## src/rtl/nf10_l2_rewrite_pkg.sv

```systemverilog
// Shared constants, FSM encoding and helpers for the router L2 header-rewrite stage.
// Field positions are bit offsets inside the top 256 bits of the data bus.
package nf10_l2_rewrite_pkg;

    localparam int unsigned DMAC_LO  = 208;
    localparam int unsigned SMAC_LO  = 160;
    localparam int unsigned TTL_LO   = 72;
    localparam int unsigned CKSUM_LO = 48;
    localparam int unsigned MAC_W    = 48;
    localparam int unsigned TTL_W    = 8;
    localparam int unsigned CKSUM_W  = 16;

    localparam logic [0:0] ST_HDR  = 1'b0;
    localparam logic [0:0] ST_BODY = 1'b1;

    typedef enum logic [1:0] {
        DEC_FWD,
        DEC_BAD_OQ,
        DEC_ARP_MISS,
        DEC_TTL_EXP
    } route_dec_t;

    // True only for a single physical-port bit (even position) of an existing port.
    function automatic logic onehot_phys_port(input logic [7:0] oq, input int unsigned num_ports);
        logic ok;
        ok = 1'b0;
        for (int unsigned i = 0; i < 4; i++) begin
            if (i < num_ports && oq == 8'(1 << (2 * i))) begin
                ok = 1'b1;
            end
        end
        return ok;
    endfunction

endpackage

```

## src/rtl/fallthrough_small_fifo.sv

```systemverilog
// Small first-word-fall-through FIFO: the head entry is visible on dout whenever !empty.
module fallthrough_small_fifo #(
    parameter int unsigned WIDTH          = 72,
    parameter int unsigned MAX_DEPTH_BITS = 2
) (
    input  logic             clk,
    input  logic             reset,
    input  logic [WIDTH-1:0] din,
    input  logic             wr_en,
    input  logic             rd_en,
    output logic [WIDTH-1:0] dout,
    output logic             nearly_full,
    output logic             empty
);

    localparam int unsigned DEPTH = 1 << MAX_DEPTH_BITS;
    localparam logic [MAX_DEPTH_BITS:0] DEPTH_L = (MAX_DEPTH_BITS + 1)'(DEPTH);
    localparam logic [MAX_DEPTH_BITS:0] NFULL_L = (MAX_DEPTH_BITS + 1)'(DEPTH - 1);

    logic [WIDTH-1:0]          mem [DEPTH];
    logic [MAX_DEPTH_BITS-1:0] wr_ptr;
    logic [MAX_DEPTH_BITS-1:0] rd_ptr;
    logic [MAX_DEPTH_BITS:0]   depth;
    logic                      do_wr;
    logic                      do_rd;

    assign do_wr       = wr_en && (depth != DEPTH_L);
    assign do_rd       = rd_en && (depth != '0);
    assign dout        = mem[rd_ptr];
    assign empty       = (depth == '0);
    assign nearly_full = (depth >= NFULL_L);

    always_ff @(posedge clk) begin
        if (do_wr) begin
            mem[wr_ptr] <= din;
        end
    end

    always_ff @(posedge clk) begin
        if (reset) begin
            wr_ptr <= '0;
            rd_ptr <= '0;
            depth  <= '0;
        end else begin
            if (do_wr) begin
                wr_ptr <= wr_ptr + 1'b1;
            end
            if (do_rd) begin
                rd_ptr <= rd_ptr + 1'b1;
            end
            if (do_wr && !do_rd) begin
                depth <= depth + 1'b1;
            end else if (!do_wr && do_rd) begin
                depth <= depth - 1'b1;
            end
        end
    end

endmodule

```

## src/rtl/ipv4_ttl_cksum_update.sv

```systemverilog
// Combinational IPv4 TTL decrement with RFC1624-style incremental checksum fix-up.
module ipv4_ttl_cksum_update (
    input  logic [7:0]  ttl,
    input  logic [15:0] cksum,
    output logic [7:0]  ttl_dec,
    output logic [15:0] cksum_upd
);

    logic [16:0] sum;

    // TTL is the high byte of its 16-bit word, so the stored checksum grows by 0x0100.
    assign sum       = {1'b0, cksum} + 17'h00100;
    assign cksum_upd = sum[15:0] + {15'b0, sum[16]};
    assign ttl_dec   = ttl - 8'd1;

endmodule

```

## src/rtl/nf10_l2_rewrite.sv

```systemverilog
// Router output stage: consumes a lookup per routed header, rewrites MACs/TTL/checksum
// and selects the output queue, diverting exceptions to the source port's CPU queue.
module nf10_l2_rewrite
    import nf10_l2_rewrite_pkg::*;
#(
    parameter int unsigned C_M_AXIS_DATA_WIDTH  = 256,
    parameter int unsigned C_S_AXIS_DATA_WIDTH  = 256,
    parameter int unsigned C_M_AXIS_TUSER_WIDTH = 128,
    parameter int unsigned C_S_AXIS_TUSER_WIDTH = 128,
    parameter int unsigned SRC_PORT_POS         = 16,
    parameter int unsigned DST_PORT_POS         = 24,
    parameter int unsigned NUM_PORTS            = 4,
    parameter int unsigned FIFO_DEPTH_BITS      = 2,
    parameter int unsigned C_S_AXI_DATA_WIDTH   = 32
) (
    input  logic                                AXI_ACLK,
    input  logic                                AXI_RESET,

    input  logic [C_S_AXIS_DATA_WIDTH-1:0]      S_AXIS_TDATA,
    input  logic [C_S_AXIS_DATA_WIDTH/8-1:0]    S_AXIS_TSTRB,
    input  logic [C_S_AXIS_TUSER_WIDTH-1:0]     S_AXIS_TUSER,
    input  logic                                S_AXIS_TVALID,
    input  logic                                S_AXIS_TLAST,
    output logic                                S_AXIS_TREADY,

    output logic [C_M_AXIS_DATA_WIDTH-1:0]      M_AXIS_TDATA,
    output logic [C_M_AXIS_DATA_WIDTH/8-1:0]    M_AXIS_TSTRB,
    output logic [C_M_AXIS_TUSER_WIDTH-1:0]     M_AXIS_TUSER,
    output logic                                M_AXIS_TVALID,
    output logic                                M_AXIS_TLAST,
    input  logic                                M_AXIS_TREADY,

    input  logic [48*NUM_PORTS-1:0]             port_macs,
    input  logic                                lookup_valid,
    input  logic                                lookup_hit,
    input  logic [7:0]                          lookup_oq,
    input  logic [47:0]                         lookup_next_mac,
    output logic                                lookup_ready,

    input  logic                                counter_clear,
    output logic [C_S_AXI_DATA_WIDTH-1:0]       forwarded_count,
    output logic [C_S_AXI_DATA_WIDTH-1:0]       arp_miss_count,
    output logic [C_S_AXI_DATA_WIDTH-1:0]       ttl_expired_count,
    output logic [C_S_AXI_DATA_WIDTH-1:0]       bad_oq_count
);

    localparam int unsigned DW   = C_M_AXIS_DATA_WIDTH;
    localparam int unsigned UW   = C_M_AXIS_TUSER_WIDTH;
    localparam int unsigned SW   = C_M_AXIS_DATA_WIDTH / 8;
    localparam int unsigned FW   = C_S_AXIS_DATA_WIDTH + C_S_AXIS_TUSER_WIDTH + C_S_AXIS_DATA_WIDTH / 8 + 1;
    localparam int unsigned HOFF = DW - 256;
    localparam int unsigned CW   = C_S_AXI_DATA_WIDTH;

    logic [FW-1:0]    fifo_dout;
    logic             fifo_nearly_full;
    logic             fifo_empty;
    logic [DW-1:0]    h_tdata;
    logic [UW-1:0]    h_tuser;
    logic [SW-1:0]    h_tstrb;
    logic             h_tlast;

    logic [0:0]       state;
    logic [7:0]       src_port;
    logic [7:0]       dst_in;
    logic [7:0]       cpu_dst;
    logic             cpu_found;
    logic [47:0]      port_mac;
    logic [7:0]       h_ttl;
    logic [15:0]      h_cksum;
    logic [7:0]       new_ttl;
    logic [15:0]      new_cksum;
    route_dec_t       dec;
    logic             routed_hdr;
    logic             out_valid;
    logic             xfer;
    logic             hdr_take;
    logic [DW-1:0]    out_tdata;
    logic [UW-1:0]    out_tuser;

    fallthrough_small_fifo #(
        .WIDTH          (FW),
        .MAX_DEPTH_BITS (FIFO_DEPTH_BITS)
    ) u_in_fifo (
        .clk         (AXI_ACLK),
        .reset       (AXI_RESET),
        .din         ({S_AXIS_TDATA, S_AXIS_TUSER, S_AXIS_TSTRB, S_AXIS_TLAST}),
        .wr_en       (S_AXIS_TVALID && !fifo_nearly_full),
        .rd_en       (xfer),
        .dout        (fifo_dout),
        .nearly_full (fifo_nearly_full),
        .empty       (fifo_empty)
    );

    assign {h_tdata, h_tuser, h_tstrb, h_tlast} = fifo_dout;
    assign S_AXIS_TREADY = !fifo_nearly_full;

    assign src_port = h_tuser[SRC_PORT_POS +: 8];
    assign dst_in   = h_tuser[DST_PORT_POS +: 8];
    assign h_ttl    = h_tdata[HOFF + TTL_LO +: TTL_W];
    assign h_cksum  = h_tdata[HOFF + CKSUM_LO +: CKSUM_W];

    ipv4_ttl_cksum_update u_ttl_cksum (
        .ttl       (h_ttl),
        .cksum     (h_cksum),
        .ttl_dec   (new_ttl),
        .cksum_upd (new_cksum)
    );

    // Exceptions go to the CPU queue paired with the lowest-numbered source port.
    always_comb begin
        cpu_dst   = '0;
        cpu_found = 1'b0;
        for (int unsigned i = 0; i < NUM_PORTS; i++) begin
            if (!cpu_found && src_port[2*i]) begin
                cpu_dst[2*i+1] = 1'b1;
                cpu_found      = 1'b1;
            end
        end
    end

    always_comb begin
        port_mac = '0;
        for (int unsigned i = 0; i < NUM_PORTS; i++) begin
            if (lookup_oq[2*i]) begin
                port_mac = port_macs[48*i +: 48];
            end
        end
    end

    always_comb begin
        dec = DEC_FWD;
        if (lookup_hit && !onehot_phys_port(lookup_oq, NUM_PORTS)) begin
            dec = DEC_BAD_OQ;
        end else if (!lookup_hit) begin
            dec = DEC_ARP_MISS;
        end else if (h_ttl <= 8'd1) begin
            dec = DEC_TTL_EXP;
        end
    end

    assign routed_hdr = (state == ST_HDR) && (dst_in == 8'd0);
    assign out_valid  = !fifo_empty && (!routed_hdr || lookup_valid);
    assign xfer       = out_valid && M_AXIS_TREADY;
    assign hdr_take   = routed_hdr && xfer;

    always_comb begin
        out_tdata = h_tdata;
        out_tuser = h_tuser;
        if (routed_hdr) begin
            if (dec == DEC_FWD) begin
                out_tdata[HOFF + DMAC_LO  +: MAC_W]   = lookup_next_mac;
                out_tdata[HOFF + SMAC_LO  +: MAC_W]   = port_mac;
                out_tdata[HOFF + TTL_LO   +: TTL_W]   = new_ttl;
                out_tdata[HOFF + CKSUM_LO +: CKSUM_W] = new_cksum;
                out_tuser[DST_PORT_POS +: 8]          = lookup_oq;
            end else begin
                out_tuser[DST_PORT_POS +: 8]          = cpu_dst;
            end
        end
    end

    assign M_AXIS_TDATA  = out_tdata;
    assign M_AXIS_TUSER  = out_tuser;
    assign M_AXIS_TSTRB  = h_tstrb;
    assign M_AXIS_TLAST  = h_tlast;
    assign M_AXIS_TVALID = out_valid;
    assign lookup_ready  = hdr_take;

    always_ff @(posedge AXI_ACLK) begin
        if (AXI_RESET) begin
            state <= ST_HDR;
        end else if (xfer) begin
            if (state == ST_HDR && !h_tlast) begin
                state <= ST_BODY;
            end else if (state == ST_BODY && h_tlast) begin
                state <= ST_HDR;
            end
        end
    end

    function automatic logic [CW-1:0] sat_inc(input logic [CW-1:0] v);
        return (v == '1) ? v : v + 1'b1;
    endfunction

    always_ff @(posedge AXI_ACLK) begin
        if (AXI_RESET || counter_clear) begin
            forwarded_count   <= '0;
            arp_miss_count    <= '0;
            ttl_expired_count <= '0;
            bad_oq_count      <= '0;
        end else if (hdr_take) begin
            case (dec)
                DEC_FWD:      forwarded_count   <= sat_inc(forwarded_count);
                DEC_BAD_OQ:   bad_oq_count      <= sat_inc(bad_oq_count);
                DEC_ARP_MISS: arp_miss_count    <= sat_inc(arp_miss_count);
                DEC_TTL_EXP:  ttl_expired_count <= sat_inc(ttl_expired_count);
                default:      forwarded_count   <= forwarded_count;
            endcase
        end
    end

endmodule

```

## config.mk

```make
export PLATFORM = sky130hd
export DESIGN_NAME = nf10_l2_rewrite
export DESIGN_NICKNAME = d
export VERILOG_FILES = /design/src/rtl/nf10_l2_rewrite_pkg.sv /design/src/rtl/fallthrough_small_fifo.sv /design/src/rtl/ipv4_ttl_cksum_update.sv /design/src/rtl/nf10_l2_rewrite.sv
export SDC_FILE = /design/constraint.sdc
export NUM_CORES = 2
export LEC_CHECK = 0
export BUFFER_PORTS_ARGS = -buffer_cell sky130_fd_sc_hd__buf_2
export CORE_AREA = 2 2 477 479
export CTS_CLUSTER_DIAMETER = 200
export DETAILED_ROUTE_END_ITERATION = 7
export DIE_AREA = 0 0 479 481
export HOLD_SLACK_MARGIN = 0.03
export SLEW_MARGIN = 20
export SYNTH_ARGS = -nofsm -noshare
export SYNTH_HDL_FRONTEND = slang
export SYNTH_SLANG_ARGS = --single-unit
```

## constraint.sdc

```tcl
create_clock -name AXI_ACLK -period 14.9 [get_ports AXI_ACLK]
set_clock_uncertainty 0.1 [all_clocks]
set_input_delay 1.49 -clock AXI_ACLK [delete_from_list [all_inputs] [get_ports AXI_ACLK]]
set_output_delay 1.49 -clock AXI_ACLK [all_outputs]
set_load 0.02 [all_outputs]
```

## Word level (Yosys, flattened, before mapping)

Memory sizes are Yosys's and may differ from the RTL's. A register that Yosys moved wholly into a read port is not among the register bits.
Cells that the tools add are included.

| word-level totals | value |
|---|---|
| memories kept | 1 |
| bits in registers | 136 |
| logic and storage cells | 110 |
| memory bits (writable) | 1668 |

Memories:

| memory | depth | bits a word | read ports | clocked after Yosys merged registers in | wr ports | RTL line | source |
|---|---|---|---|---|---|---|---|
| u_in_fifo.mem | 4 | 417 | 1 | 1 | 1 | fallthrough_small_fifo.sv:20 | `logic [WIDTH-1:0] mem [DEPTH];` |

| operators by class | value |
|---|---|
| muxes and demuxes | 33 |
| reduce and logical (&&, ||, !) cells | 38 |
| add/subtract/negate cells | 11 |
| $lt $le $gt $ge | 2 |
| bitwise logic cells | 5 |
| eq/ne operators | 12 |

Operator list:

| kind | count |
|---|---|
| two-way mux 48 bit | 4 |
| two-way mux 96 bit | 2 |
| adder 32 x 1 -> 32 bit, second input constant | 4 |
| equality test 32 bit, second input constant | 4 |
| two-way mux 16 bit | 2 |
| two-way mux 8 bit | 4 |
| adder 16 x 9 -> 17 bit, second input constant | 1 |
| adder 16 x 1 -> 16 bit | 1 |
| logical AND 1 bit | 15 |
| two-way mux 1 bit | 14 |
| AND reduction 3 bit | 4 |
| zero test 1 bit | 10 |
| two-way mux 2 bit | 5 |
| equality test 8 x 1 -> 1 bit, second input constant | 1 |
| equality test 8 x 3 -> 1 bit, second input constant | 1 |
| equality test 8 x 5 -> 1 bit, second input constant | 1 |
| equality test 8 x 7 -> 1 bit, second input constant | 1 |
| <= comparator 8 x 1 -> 1 bit, second input constant | 1 |
| zero test 8 bit | 1 |
| subtractor 8 x 1 -> 8 bit, second input constant | 1 |
| two-way mux 3 bit | 2 |
| inverter 1 bit | 5 |
| adder 2 x 1 -> 2 bit, second input constant | 2 |
| equality test 2 bit, second input constant | 2 |
| 11 further kinds | 13 |

## Depth between registers and ports, before layout

| logic depth | value |
|---|---|
| depth in word-level cells | 12 |
| depth in mapped cells | 15 |
| gate-level depth less buffers | 12 |

## Cells and area by module

A second synthesis with hierarchy kept.

| second synthesis, totals | value |
|---|---|
| cell total of the unflattened synthesis | 3512 |
| area, all modules | 70243.6 um^2 |

By module, submodules not included:

| module | times used | area each (um^2) | sequential area each (um^2) | cells each |
|---|---|---|---|---|
| fallthrough_small_fifo | 1 | 60531.8 | 50268.2 | 2226 |
| nf10_l2_rewrite | 1 | 9155.0 | 2582.5 | 1210 |
| ipv4_ttl_cksum_update | 1 | 556.8 | 0.0 | 76 |

## Least setup slack after synthesis

No wires, ideal clock.

| timing | value |
|---|---|
| kind | input port to flip-flop |
| start point | in S_AXIS_TVALID |
| end point | mem u_in_fifo.mem[0][0] (netlist bit) (enable) |
| stages on the path | 1 |
| library setup time | 0.839 ns |
| data required time | 13.961 ns |
| data arrival time | 10.959 ns |
| setup slack | 3.002 ns |
| cell sequence | and3_1 |

| between the ends | value |
|---|---|
| longest elaborated chain between the ends | 4 |

RTL lines:

| element | RTL line | source |
|---|---|---|
| start, declared | nf10_l2_rewrite.sv:22 | `input logic S_AXIS_TVALID,` |
| logical AND 1 bit | nf10_l2_rewrite.sv:87 | `.wr_en (S_AXIS_TVALID && !fifo_nearly_full),` |
| logical AND 1 bit | fallthrough_small_fifo.sv:27 | `assign do_wr = wr_en && (depth != DEPTH_L);` |
| two-way mux 1 bit | fallthrough_small_fifo.sv:34 | `if (do_wr) begin` |
| two-way mux 1 bit (implied by the code) | fallthrough_small_fifo.sv:35 | `mem[wr_ptr] <= din;` |
| end, declared | fallthrough_small_fifo.sv:20 |  |

No other way between the ends.

==> results.md <==
- Run status: finished, final reports clean
- Die Height: 481 um
- Leakage power total: 28.9 nW
- Number of max-cap violations: 0
- Total number of vias: 40,700
- Post-synth top area cell: edfxtp_1
- Final net count: 5,512
- Detail Placement HPWL: 160,000 um
- Hold buffer count at cts: 0
- Net count after synthesis: 4,234
- Post-synthesis async set-or-reset flop share: 0%
- Syn-to-layout area delta: 23.4%
- Critical Path Sink Type: output pin
- Most used DFF post-synth: edfxtp_1
- Yosys warns: 0
- Final standard cell area without fillers: 85,800 um2
- Share of Yosys cell area claimed by the top area cell type: 72.0%
- Layout Cells excl Fill: 8,048
- Total grt overflow: 0
- Finished Core Util: 38.0%
- Summed instance area of the synthesized netlist: 69,500 um2
- Initial Util: 30.8%
- Sequential share of the synthesized area: 76.0%
- Number of buffers inserted by post-CTS setup repair: 0
- Critical path class: flip-flop to output pin
- Count of flip-flops with a built-in enable after synthesis: 1,668
- Number of optimization iterations in the first detailed-route pass: 7
- Floorplan Core Area: 226,000 um2
- Vias in the first global route: 39,900
- Insertion delay to the later sink of the worst-skew pair: 0.80 ns
- Period utilisation layout: 55.8%
- Average detailed-routed wire length per instance: 28.0 um
- Initial DRC count: 3,666
- # fillers: 20,800
- Most used cells in the layout excluding fill and tap cells: edfxtp_1 (1,668), buf_2 (1,219), mux4_2 (415), nand2_1 (272), clkbuf_16 (193)
- Final count of hold timing violations: 0
- Number of distinct standard cells referenced by the synthesized netlist: 57
- Largest net degree at the start of global routing: 129
- Mean cell area of the mapped netlist: 19.6 um2
- Data required time of the worst path: 13.31 ns
- Peak supply drop: 0.127 mV
- TritonCTS sink count: 1,806
- Width of the die: 479 um
- Clk pwr share: 31.9%
- Startpoint type of the worst setup path: flip-flop
- Largest fanout on the critical path: 91
- Remaining antenna violation count after routing: 0
- Gpl congestion: 0.948
- Max Transition Viols Final: 0
- Slew at the pin closest to its max-slew limit: 1.13 ns
- Global-route wire length before repair: 308,000 um
- Number of placed instances with taps included: 7,636
- Psw: 0.00474 W
- Clock buffers created by TritonCTS: 192
- Clock transition at path regs: 0.06 ns
- # IOs: 1,220
- Longest Clk Path Bufs: 3
- Combinational fraction of design power: 26.3%
- PwrDens: 176 nW/um2
- Ranking of synthesized cells by area: edfxtp_1 (72%), mux4_2 (13%), dfxtp_1 (4.0%)
- RSZ-0062 raised after global routing: no
- Count of buffers from port buffering: 1,219
- Register share of total power: 41.8%
- TritonCTS clock tree: built
- Class of the worst hold path: flip-flop to flip-flop
- Fraction of final layout cells sized beyond drive strength 1: 40.1%
- Fraction of power spent switching nets: 31.3%
- Register bit total from synthesis: 1,806
- Total internal power: 0.0104 W
- Number of levels in the clock H-tree: 4
- Wire length after detailed routing: 226,000 um
- Number of endpoints failing setup at the final stage: 0
- Clock tree root buffer cell: clkbuf_16
- # rows: 175
- Crit path DAT: 6.73 ns
- Most frequent standard cell in the layout excluding fill and tap cells: edfxtp_1
- Slew Limit Headroom: 24.9%
- Post-route setup TNS: 0 ns
- Floorplan die area: 230,000 um2
- Post-layout min period: 8.32 ns
- Global-route usage over all layers: 18.9%
- Instance area at placement: 79,300 um2
- DRC: 0
- Total of cells resized after clock tree synthesis: 0
- Max Clock Freq: 120 MHz
- Routed via count divided by cell count: 5.06
- Post-synthesis instance total: 3,545
- Antenna violations before repair: 158
[stage by stage]
stage / power, W / hold WS, ns / setup slack (ns)
4_1_cts: 0.0154 / 0.390 / 6.34
5_1_grt: 0.0158 / 0.402 / 6.11
2_1_floorplan: 0.00916 / 0.367 / 3.00
3_3_place_gp: 0.0105 / 0.372 / 7.34
6_report: 0.0152 / 0.392 / 6.58
3_5_place_dp: 0.0105 / 0.384 / 7.27
[state kept, by name (all words and copies together) (netlist names), named ones only]
| name | cells |
|---|---|
| bad_oq_count | 32 |
| u_in_fifo.wr_ptr | 2 |
| forwarded_count | 32 |
| state | 1 |
| ttl_expired_count | 32 |
| u_in_fifo.depth | 3 |
| arp_miss_count | 32 |
| u_in_fifo.mem | 1668 |
| u_in_fifo.rd_ptr | 2 |
[synth_stat cells, types with 11 or more instances]
library cell / count
nor3_1: 19
xnor2_1: 20
nor4_1: 11
and4_1: 13
mux2i_1: 12
o31ai_1: 79
ha_1: 16
nand2_1: 273
edfxtp_1: 1668
o21ai_0: 76
inv_1: 33
a21oi_1: 106
nand4_1: 49
buf_1: 39
and3_1: 27
or3_1: 76
dfxtp_1: 138
mux4_2: 415
nor2_1: 42
xor2_1: 16
or4_1: 43
o22ai_1: 48
clkbuf_1: 147
nand3_1: 50
a221oi_1: 49
[logic make-up (layout without fill, tap and decap cells)]
family	after synthesis	count (layout)	synth area share, %
AOI/OAI and AO/OA	399	399	3.69
DFF	1806	1806	76.0
xor gates and xnor gates	36	36	0.453
adders and majority gates	17	17	0.317
buffers and inverters	224	1659	1.24
other	0	59	0
muxes	429	429	13.7
and+or+nand+nor	634	634	4.63
[worst max-delay path, stage by stage, from the launching register on]
cell     delay (ns)
dfxtp_4        0.84
buf_4          0.75
mux4_1         0.79
or4_4          0.58
or4_1          0.73
nand3_4        0.63
buf_4          0.79
o21ai_0        0.41
buf_2          0.27
[metal layers]
metal / wire (um) / up-vias / GRT usage (%)
li1: - / 17400 / -
met4: 8170 / 94 / 6.68
met3: 26900 / 511 / 8.60
met1: 85000 / 21000 / 22.9
met5: 638 / - / 0.228
met2: 105000 / 1794 / 29.6
[power by group through the flow]
stage	Clock [W]	Sequential (W)	Combinational, W
3_5_place_dp	0	0.00645	0.00407
3_3_place_gp	0	0.00642	0.00408
5_1_grt	0.00514	0.00638	0.00424
2_1_floorplan	0	0.00668	0.00249
6_report	0.00483	0.00634	0.00399
4_1_cts	0.00495	0.00634	0.00408
[path summary, 6_finish.rpt]
kind / cells after the start / slack, ns / to / start
hold reg to reg: 2 / 0.39 / forwarded_count[5] / forwarded_count[5]
setup / recovery: 8 / 6.58 / M_AXIS_TDATA[57] / flip-flop
hold / removal: 2 / 0.39 / forwarded_count[5] / forwarded_count[5]
setup reg to reg: 8 / 8.86 / forwarded_count[31] / flip-flop
[layout make-up]
cell class,count,area [um2],area share (%)
Tap cell,3009,3760,4.39
Clock buffer,228,4960,5.78
Inverter,33,124,0.144
Multi-Input combinational cell,1515,15900,18.5
Clock inverter,123,1470,1.71
Timing Repair Buffer,1275,6600,7.68
Antenna cell,59,148,0.172
Sequential cell,1806,52900,61.6
No activity file was read; power rests on OpenSTA's default activity.
